File: src/rtl/digit_scan_mux_if.sv
// digit_scan_mux_if: load/value/blanking inputs and scan outputs of the digit scanner.
interface digit_scan_mux_if #(parameter int NUM_DIGITS = 4);
  localparam int IW = NUM_DIGITS > 1 ? $clog2(NUM_DIGITS) : 1;
  logic                    load;
  logic [4*NUM_DIGITS-1:0] value;
  logic                    lz_blank;
  logic [3:0]              nibble;
  logic [NUM_DIGITS-1:0]   digit_en;
  logic [IW-1:0]           digit_idx;
  logic                    frame_done;
  modport master(output load, value, lz_blank, input nibble, digit_en, digit_idx, frame_done);
  modport slave(input load, value, lz_blank, output nibble, digit_en, digit_idx, frame_done);
endinterface

File: src/rtl/digit_scan_mux.sv
// digit_scan_mux: multiplexed 7-segment digit scanner with frame-aligned updates and zero blanking.
module digit_scan_mux #(
  parameter int NUM_DIGITS  = 4,
  parameter int REFRESH_DIV = 50000,
  parameter int DIV_WIDTH   = 16
) (
  input logic clk,
  input logic rst,
  digit_scan_mux_if.slave bus
);
  localparam int W  = 4*NUM_DIGITS;
  localparam int IW = NUM_DIGITS > 1 ? $clog2(NUM_DIGITS) : 1;
  logic [DIV_WIDTH-1:0] cnt;
  logic [IW-1:0] idx;
  logic [W-1:0] shadow, active;
  logic pending, slot_end, wrap;
  logic [NUM_DIGITS-1:0] keep;
  assign slot_end = cnt == DIV_WIDTH'(REFRESH_DIV-1);
  assign wrap     = slot_end && idx == IW'(NUM_DIGITS-1);
  always_ff @(posedge clk) begin
    if (rst) begin
      cnt     <= '0;
      idx     <= '0;
      shadow  <= '0;
      active  <= '0;
      pending <= 1'b0;
    end else begin
      cnt <= slot_end ? '0 : cnt + 1'b1;
      if (slot_end) idx <= idx == IW'(NUM_DIGITS-1) ? '0 : idx + 1'b1;
      if (bus.load) shadow <= bus.value;
      // a load landing on the wrap cycle bypasses the shadow so it is not lost for a frame
      if (wrap) begin
        active  <= bus.load ? bus.value : pending ? shadow : active;
        pending <= 1'b0;
      end else if (bus.load) pending <= 1'b1;
    end
  end
  for (genvar g = 0; g < NUM_DIGITS; g++) begin : g_keep
    assign keep[g] = (g == 0) || !bus.lz_blank || (active >> (4*g)) != '0;
  end
  always_comb begin
    bus.nibble     = active[{idx, 2'b00} +: 4];
    bus.digit_en   = (cnt != '0 && keep[idx]) ? NUM_DIGITS'(1) << idx : '0;
    bus.digit_idx  = idx;
    bus.frame_done = wrap;
  end
endmodule

File: src/flat_wrapper.sv
// flat-port wrapper written by rule: the top's interface ports become plain ports
module digit_scan_mux_flat 
#(
  parameter int NUM_DIGITS  = 4,
  parameter int REFRESH_DIV = 50000,
  parameter int DIV_WIDTH   = 16
)
  (clk, rst, bus_load, bus_value, bus_lz_blank, bus_nibble, bus_digit_en, bus_digit_idx, bus_frame_done);
  digit_scan_mux_if #(.NUM_DIGITS(NUM_DIGITS)) bus_i ();
  input logic clk;
  input logic rst;
  input wire logic [$bits(bus_i.load)-1:0] bus_load;
  input wire logic [$bits(bus_i.value)-1:0] bus_value;
  input wire logic [$bits(bus_i.lz_blank)-1:0] bus_lz_blank;
  output wire logic [$bits(bus_i.nibble)-1:0] bus_nibble;
  output wire logic [$bits(bus_i.digit_en)-1:0] bus_digit_en;
  output wire logic [$bits(bus_i.digit_idx)-1:0] bus_digit_idx;
  output wire logic [$bits(bus_i.frame_done)-1:0] bus_frame_done;
  assign bus_i.load = bus_load;
  assign bus_i.value = bus_value;
  assign bus_i.lz_blank = bus_lz_blank;
  assign bus_nibble = bus_i.nibble;
  assign bus_digit_en = bus_i.digit_en;
  assign bus_digit_idx = bus_i.digit_idx;
  assign bus_frame_done = bus_i.frame_done;
  digit_scan_mux #(.NUM_DIGITS(NUM_DIGITS), .REFRESH_DIV(REFRESH_DIV), .DIV_WIDTH(DIV_WIDTH)) u_core (.clk(clk), .rst(rst), .bus(bus_i));
endmodule
File: config.mk
export PLATFORM = sky130hd
export DESIGN_NAME = digit_scan_mux_flat
export DESIGN_NICKNAME = d
export VERILOG_FILES = /design/src/rtl/digit_scan_mux_if.sv /design/src/rtl/digit_scan_mux.sv /design/src/flat_wrapper.sv
export SDC_FILE = /design/constraint.sdc
export NUM_CORES = 1
export LEC_CHECK = 0
export CAP_MARGIN = 10
export CORE_MARGIN = 5
export CORE_UTILIZATION = 57
export DETAILED_ROUTE_END_ITERATION = 8
export PLACE_DENSITY = 0.81
export SLEW_MARGIN = 15
export SYNTH_ARGS = -nofsm -noshare
export SYNTH_HDL_FRONTEND = slang
export SYNTH_SLANG_ARGS = --single-unit
export TNS_END_PERCENT = 1
File: constraint.sdc
create_clock -name clk -period 3.55 [get_ports clk]
set_input_delay 0.355 -clock clk [delete_from_list [all_inputs] [get_ports clk]]
set_output_delay 0.355 -clock clk [all_outputs]
set_load 0.02 [all_outputs]
# == After elaboration in Yosys (flattened, before gate mapping) ==
# Index checks and enable logic that the tools add are counted.
# totals
latch_bits,0
romBits,0
register_bits,51
ramBits,0
word_cells,32
out_inout_bits,11
mem_count,0
# op_classes
div,0
bitwise_logic,0
n_eq_ne,2
mul,0
order_cmp,1
shifts,2
mux,6
add_sub_neg,2
n_reduce_logical,14
# ops
operator,n
$reduce_bool A16 Y1,4
$mux W16,2
$add A16 B1 Y16 const B,1
$eq A16 B16 Y1 const B,1
$shiftx A16 B5 Y4,1
$mux W4,1
$reduce_or A2 Y1,2
$shl A1 B2 Y4 const A,1
$logic_or A1 B1 Y1,3
$lt A2 B3 Y1 const B,1
$add A2 B1 Y2 const B,1
$bmux W1 S2,1
$eq A2 B2 Y1 const B,1
$logic_and A1 B1 Y1,2
$mux W2,1
$reduce_and A2 Y1,1
$reduce_bool A2 Y1,1
$logic_not A1 Y1,1
$mux W1,1

# == Logic depth before layout (Yosys ltp) ==
# Gate-level depths: netlist (run 1).
# logic_depth
word_depth,6
depth_mapped,8

# == Worst setup path after synthesis (run 1) ==
# No wires, ideal clock.
# synth_path
kind,register -> register
start,reg u_core.cnt[0]
end,reg u_core.active[10]
setup_slack_ns,1.668
setup_ns,0.121
arrival_ns,1.760
path_buffers,3
path_stages_with_launch,9
required_ns,3.429
period_less_slack_ns,1.882
cell_sequence,dfxtp_1 -> ha_1 -> and4_1 -> and4_1 -> buf_6 -> and3b_1 -> buf_6 -> buf_12 -> mux2_4
# synth_between
elab_chain_len,3
# synth_rtl
item,line_no,text
start: declaration,digit_scan_mux.sv:13,logic [DIV_WIDTH-1:0] cnt;
start signal: assignment,digit_scan_mux.sv:28,cnt <= slot_end ? '0 : cnt + 1'b1;
$eq A16 B16 Y1,digit_scan_mux.sv:18,assign slot_end = cnt == DIV_WIDTH'(REFRESH_DIV-1);
$logic_and A1 B1 Y1,digit_scan_mux.sv:19,assign wrap = slot_end && idx == IW'(NUM_DIGITS-1);
$reduce_and A2 Y1 (no line),-,
end signal: assignment,digit_scan_mux.sv:33,active <= bus.load ? bus.value : pending ? shadow : active;
end: declaration,digit_scan_mux.sv:15,"logic [W-1:0] shadow, active;"
# Every way passes these cells.
# A chain may end at the register's enable or synchronous reset.

# == Worst setup path after layout (run 1) ==
# layout_path
start,reg u_core.cnt[0]
end,out bus_frame_done
# layout_between
elab_chain_len,2
# layout_rtl
item,line_no,text
$eq A16 B16 Y1,digit_scan_mux.sv:18,
$logic_and A1 B1 Y1,digit_scan_mux.sv:19,
end: declaration,flat_wrapper.sv:18,output wire logic [$bits(bus_i.frame_done)-1:0] bus_frame_done;
# Every way passes these cells.

==> reports/qor.txt, run 1 <==
===============================================================================
Category of the most critical setup path                                reg2out
Worst slack, placed                                                    1.325 ns
Die Footprint                                                      0.005466 sq mm
Share of the synthesized area in the top cell type                       43.82%
Warning count from the yosys run                                              0
Number of buffers inserted to repair setup after CTS                          0
Final clock period utilization by the worst path                         71.47%
Post-Layout Cell Count                                                      309
Flip-flop and latch count after synthesis                                    51
Leakage power summed over all cells                                    1.052 nW
Number of failing setup endpoints in the final timing report                  0
Synthesized area per cell                                           10.09 sq um
Synthesized area                                                   0.002330 sq mm
Final Routed Wirelength                                            4268 microns
Leftover overflow at the end of global routing                                0
Placer congestion estimate                                               0.7903
Number of nets with antenna violations after routing                          0
Number of buffers on the longest clock path                                   2
Clock insertion delay at the later pin of the skew report               0.30 ns
Worst R2R Setup Slack                                                   1.53 ns
DP Wirelength                                                      3035 microns
Critical Path End Type                                              output port
RSZ-0062 raised after global routing                                      false
Initial antenna violation count                                               0
Worst Tran Pin Value                                                  0.7940 ns
Power per cell area                                                376.9 mW/mm^2
Master cell of the clock root buffer                                   clkbuf_8
Number of diodes added for antenna fixing                                     0
Max FO, Critical Path                                                         5
Number of nets in the synthesized netlist                                   257
X dimension of the die                                             73.93 microns
Fraction of layout cells with a size suffix above 1                      13.51%
Clock tree from TritonCTS                                                   yes
Post-synth top area cell                                                dfxtp_1
End of the worst register-to-register path                         u_core.active[2]
Final Power                                                            1.030 mW
Die Span Y                                                         73.93 microns
Max-cap violations                                                            0
Area delta synth->final                                                  17.35%
Arrival time of the worst setup path                                    2.18 ns
Number of cells traversed by the worst register-to-register path              6
Highest Clock Rate                                                    394.1 MHz
Clock transition at the registers of the reported paths                 0.08 ns
Util after Layout                                                        68.84%
I/O pin count                                                                31
Startpoint of the lowest-slack register-to-register path           u_core.cnt[0]
Number of hold buffers added after cts                                        0
Worst setup path startpoint                                        u_core.cnt[0]
Outcome                                                            finished, final reports clean
Vias per cell                                                             5.291
Maximum number of pins on one net before global-route repair                 23
Area of the placeable core                                         0.003971 sq mm
Detailed Routing Iterations Pass 1                                            4
Final hold violation count                                                    0
Number of buffers created by CTS                                              5
Gate Count Post-Synth                                                       231
Placed Cells                                                                301
Distinct cell type count after synthesis                                     31
Startpoint type of the worst setup path                                    flop
Summed negative setup slack over all endpoints                             0 ns
Required time worst endpoint                                            3.19 ns
Capture point of the critical path                                 bus_frame_done
Number of I/O port buffers                                                   30
Detail-routed net length per standard cell                         13.81 microns
Synth area leaders                                                 dfxtp_1, mux2i_1, nor2_1, mux2_4, xnor2_1
DRT iter0 DRCs                                                              116
Sink count of the clock tree                                                 51
Fin. max-slew vios                                                            0
# DRC                                                                         0
Final Critical Period                                                  2.537 ns
H-tree depth reported by CTS                                                  2
Starting density of the core                                             58.66%
Wire length of the first global-routing pass                       7300 microns
Peak supply drop                                                      0.2510 mV
Path category of the worst min-delay check                              reg2reg
GRT Total Usage                                                          17.29%
Routed vias                                                                1635
Final worst clock skew                                              0.008546 ns
Count of standard-cell rows                                                  23
Number of gates resized after cts                                             0
Number of global-route vias before repair                                  1611
Slew HR                                                                  46.90%
Setup WS post-layout                                                   1.013 ns
Portion of the post-synthesis area used by sequential elements           43.82%
Number of nets in the final layout                                          284
===============================================================================
-- worst max-delay path: stages (launching register included) --
cell,delay [ns]
dfxtp_1,0.40
ha_1,0.22
and4_1,0.19
and4_1,0.30
and2_2,0.19
clkdlybuf4s50_1,0.60
-- worst min path at each step --
stage / start / end / cells past startpoint
floorplan: u_core.cnt[0] / u_core.cnt[0] / 1
global placement: u_core.cnt[0] / u_core.cnt[0] / 1
detailed placement: u_core.cnt[0] / u_core.cnt[0] / 1
CTS: u_core.cnt[0] / u_core.cnt[0] / 1
global route: u_core.cnt[0] / u_core.cnt[0] / 1
finish: u_core.cnt[0] / u_core.cnt[0] / 1
-- state kept, by name, indices dropped and copies added (netlist names) --
signal,count
u_core.shadow,16
u_core.pending,1
u_core.cnt,16
u_core.active,16
u_core.bus.digit_idx,2
-- cells in the mapped netlist (all sizes together) --
cell type and count:
xnor2 13, clkbuf 5, o21ai 1, or2 1
nand2 8, nand3 6, inv 8, xor2 1
nand4 4, nor2 44, mux4 4, nor4 9
a21oi 1, ha 6, buf 8, and2 1
and4 3, mux2 16, dfxtp 51, nor3 5
mux2i 18, nor2b 16, nor4b 1, and3b 1
-- routing by layer --
layer  routed length (microns)  global-route usage (%)
met1                      1958                   22.47
met2                      2019                   27.46
met3                       206                   3.514
met4                        83                   8.451
met5                         0                       0
-- area by class of cell --
cell class,instances,area [sq um]
clock buffer,7,96.34
sequential,51,1021
fill,310,1237
multi-input combinational,159,1194
timing repair buffer,33,322.8
tap,50,62.56
inverter,8,30.03
clock inverter,1,7.507
-- placed cells by master (no fill, tap or decap) --
cell	synthesis	final
and3b_1	1	1
ha_1	6	6
and2_2	1	1
mux2i_1	18	18
nor2_1	44	44
nand4_1	4	4
mux2_4	10	10
nor3_1	5	5
clkinvlp_4	0	1
nand3_1	6	6
mux4_2	4	4
dfxtp_1	51	51
xnor2_1	13	13
xor2_1	1	1
clkbuf_8	0	7
inv_1	8	8
nand2_1	8	8
mux2_2	6	6
a21oi_1	1	1
and4_4	1	1
o21ai_0	1	1
nor4_1	8	8
nor4_2	1	1
and4_1	2	2
buf_4	0	3
nor4b_1	1	1
nor2b_1	16	16
clkdlybuf4s50_1	0	30
or2_2	1	1
-- power by group --
group	internal (mW)	switching (mW)	leakage, nW	total [mW]
Combinational	0.0402	0.0360	0.587	0.0762
Sequential	0.586	0.00607	0.415	0.592
Clock	0.177	0.185	0.0505	0.362
Total	0.803	0.227	1.05	1.03
-- stage by stage --
step	instance area [sq um]	hold WS, ns
finish	2734	0.4801
floorplan	2330	0.4418
detailed placement	2630	0.4669
global route	2734	0.5256
CTS	2734	0.4874
global placement	2630	0.4554
-- kinds of logic (layout without fill, tap and decap cells) --
| logic type | after synthesis | after routing | share of synthesized area, % |
|---|---|---|---|
| AOI/OAI and AO/OA | 2 | 2 | 0.4292 |
| xor gates and xnor gates | 14 | 14 | 5.263 |
| adders and majority gates | 6 | 6 | 3.222 |
| buffers and inverters | 21 | 49 | 4.940 |
| DFF | 51 | 51 | 43.82 |
| muxes | 38 | 38 | 20.94 |
| and+or+nand+nor | 99 | 99 | 21.38 |
Note: power is estimated with default switching activity, not from simulation.
==> run 2, diff against run 1 <==
--- a/config.mk
+++ b/config.mk
@@ -7,9 +7,9 @@
 export LEC_CHECK = 0
 export CAP_MARGIN = 10
 export CORE_MARGIN = 5
-export CORE_UTILIZATION = 57
+export CORE_UTILIZATION = 49
 export DETAILED_ROUTE_END_ITERATION = 8
-export PLACE_DENSITY = 0.81
+export PLACE_DENSITY = 0.74
 export SLEW_MARGIN = 15
 export SYNTH_ARGS = -nofsm -noshare
 export SYNTH_HDL_FRONTEND = slang
==> constraint.sdc (replaced) <==
create_clock -name clk -period 2.2 [get_ports clk]
set_input_delay 0.22 -clock clk [delete_from_list [all_inputs] [get_ports clk]]
set_output_delay 0.22 -clock clk [all_outputs]
set_load 0.02 [all_outputs]
==> run 2 against run 1 <==
  * Combinational power up 68%
  * Cell count is 2.3% higher
  * Setup slack worse by 0.89 ns
  * Sequential share of layout area fell by 1.2 points
  * Sequential power rose by 61%
  * Utilization shrank 8.0 points
  * Hold slack gained 0.0072 ns
  * Clock skew up 0.0030 ns
  * Routed wire length shrank 2.9%
  * Count of clock-buffer cells in the layout is 2 lower
  * Via count fell by 2.1%
  * First-iteration DRC count is 36% lower
  * Critical path type unchanged
  * Critical endpoint unchanged
  * Largest power group unchanged
  * Highest routed layer unchanged
==> reports/qor.txt, run 2 (synthesis results as in run 1) <==
=====================================================================================
Arrival time of the worst setup path                                          1.86 ns   was 2.18 ns
Critical Path End Type                                                    output port   unchanged
Number of buffers on the longest clock path                                         2   unchanged
Leftover overflow at the end of global routing                                      0   unchanged
Summed negative setup slack over all endpoints                                   0 ns   unchanged
# DRC                                                                               0   unchanged
Die Span Y                                                               78.96 microns   was 73.93 microns
DRT iter0 DRCs                                                                     74   was 116
RSZ-0062 raised after global routing                                            false   unchanged
Number of failing setup endpoints in the final timing report                        0   unchanged
Fraction of layout cells with a size suffix above 1                            16.41%   was 13.51%
Number of buffers created by CTS                                                    5   unchanged
Number of I/O port buffers                                                         30   unchanged
Final Routed Wirelength                                                  4145 microns   was 4268 microns
Count of standard-cell rows                                                        25   was 23
Detail-routed net length per standard cell                               13.12 microns   was 13.81 microns
Number of global-route vias before repair                                        1492   was 1611
DP Wirelength                                                            2944 microns   was 3035 microns
Power per cell area                                                      657.5 mW/mm^2   was 376.9 mW/mm^2
End of the worst register-to-register path                               u_core.active[4]   was u_core.active[2]
Area of the placeable core                                               0.004661 sq mm   was 0.003971 sq mm
GRT Total Usage                                                                14.16%   was 17.29%
Worst hold path startpoint                                               u_core.cnt[0]   unchanged
Startpoint of the lowest-slack register-to-register path                 u_core.cnt[0]   unchanged
Initial antenna violation count                                                     0   unchanged
Highest Clock Rate                                                          481.3 MHz
Required time worst endpoint                                                  1.98 ns   was 3.19 ns
Global routing usage on met1                                                   17.76%   was 22.47%
Startpoint type of the worst setup path                                          flop   unchanged
Most frequent standard cell in the layout excluding fill and tap cells        dfxtp_1   unchanged
Number of stages on the worst hold path                                             1   unchanged
Setup WS post-layout                                                        0.1224 ns   was 1.013 ns
Number of diodes added for antenna fixing                                           0   unchanged
Number of nets in the final layout                                                287   was 284
Number of cells traversed by the worst register-to-register path                    6   unchanged
I/O pin count                                                                      31   unchanged
Fin. max-slew vios                                                                  0   unchanged
Worst R2R Setup Slack                                                         0.30 ns   was 1.53 ns
Peak supply drop                                                            0.3427 mV   was 0.2510 mV
Endpoint of the worst hold-timing path                                   u_core.cnt[0]   unchanged
Path category of the worst min-delay check                                    reg2reg   unchanged
Outcome                                                                  finished, final reports clean   unchanged
Most Crowded Layer GR                                                            met2   unchanged
Clock transition at the registers of the reported paths                       0.09 ns   was 0.08 ns
Slew HR                                                                        77.08%   was 46.90%
Final instance area                                                      0.002836 sq mm   was 0.002734 sq mm
H-tree depth reported by CTS                                                        2   unchanged
Placer congestion estimate                                                     0.8097   was 0.7903
Category of the most critical setup path                                      reg2out   unchanged
Routed vias                                                                      1600   was 1635
Largest registers                                                        u_core.active x16, u_core.cnt x16, u_core.shadow x16   unchanged
Worst slack, placed                                                         0.1824 ns   was 1.325 ns
Util after Layout                                                              60.86%   was 68.84%
Vias per cell                                                                   5.063   was 5.291
Worst Tran Pin Value                                                        0.3412 ns   was 0.7940 ns
Die Footprint                                                            0.006234 sq mm   was 0.005466 sq mm
Clock tree from TritonCTS                                                         yes   unchanged
Final Critical Period                                                        2.078 ns
Final worst clock skew                                                     0.01159 ns   was 0.008546 ns
Maximum number of pins on one net before global-route repair                       38   was 23
Final clock period utilization by the worst path                               94.43%
Met2 demand-to-capacity share in global routing                                21.73%   was 27.46%
Number of nets with antenna violations after routing                                0   unchanged
Area delta synth->final                                                        21.75%   was 17.35%
Max FO, Critical Path                                                               5   unchanged
Area of placed instances                                                 0.002675 sq mm   was 0.002630 sq mm
Worst hold margin                                                           0.4873 ns   was 0.4801 ns
X dimension of the die                                                   78.96 microns   was 73.93 microns
M3 GR Usage                                                                    3.855%   was 3.514%
Clock insertion delay at the later pin of the skew report                     0.31 ns   was 0.30 ns
Sink count of the clock tree                                                       51   unchanged
Master cell of the clock root buffer                                         clkbuf_8   unchanged
Final hold violation count                                                          0   unchanged
Detailed Routing Iterations Pass 1                                                  4   unchanged
Starting density of the core                                                   49.99%   was 58.66%
Leakage power summed over all cells                                          1.131 nW   was 1.052 nW
Max-cap violations                                                                  0   unchanged
Wire length of the first global-routing pass                             6948 microns   was 7300 microns
Most used cells in the layout excluding fill and tap cells               dfxtp_1, nor2_1, clkdlybuf4s50_1   unchanged
=====================================================================================
[run 2: cell count changes in the layout (fill, tap and decap cells not counted), moves of 2 or more]
cell / previous run / this run
dlygate4sd2_1: 0 / 3
buf_12: 0 / 2
bufinv_16: 0 / 2
clkbuf_8: 7 / 5
clkdlybuf4s50_1: 30 / 25
[run 2: timing repair]
item,CTS,global route
gates resized for setup,6,6
cloned,0,0
buffers inserted,0,1
endpoints found under the setup margin,9,5
hold buffers,0,0
pin swaps,0,1
[run 2: worst max path at each step]
stage | from | to | slack, ns | cells past startpoint
6_report | u_core.cnt[0] | bus_frame_done | 0.12 | 5
5_1_grt | u_core.cnt[0] | bus_frame_done | 0.009 | 5
4_1_cts | u_core.cnt[0] | bus_digit_en[1] | -0.14 | 7
3_5_place_dp | u_core.cnt[0] | bus_frame_done | 0.18 | 5
3_3_place_gp | u_core.cnt[0] | bus_frame_done | 0.19 | 5
2_1_floorplan | u_core.cnt[0] | u_core.active[10] | 0.32 | 8
[run 2: area by class of cell]
type | count | area, sq um
inverter | 8 | 30.03
clock buffer | 5 | 68.82
sequential | 51 | 1025
clock inverter | 3 | 71.32
fill | 394 | 1824
tap | 54 | 67.56
multi-input combinational | 159 | 1210
timing repair buffer | 36 | 364.1
[run 2: through the flow]
stage	std cells	power, mW
final	316	1.865
after CTS	315	1.879
after floorplan	231	1.045
after detailed placement	307	1.104
after global placement	307	1.101
after global routing	316	1.955
[run 2: power by group]
| group | internal (mW) | switching [mW] | total, mW |
|---|---|---|---|
| sequential | 0.944 | 0.00981 | 0.954 |
| combinational | 0.0697 | 0.0584 | 0.128 |
| clock | 0.461 | 0.321 | 0.783 |
| total | 1.48 | 0.390 | 1.87 |
[run 2: worst max-delay path: stages (launching register included)]
cell and delay (ns):
dfxtp_1 0.40, ha_1 0.23, and4_1 0.19, and4_1 0.24, and2_2 0.16, dlygate4sd2_1 0.33
[run 2: routing by layer]
layer | part of all wire (%) | wire length, microns
met1 | 46 | 1919
met2 | 46 | 1913
met3 | 4.4 | 182
met4 | 3.1 | 130
met5 | 0 | 0
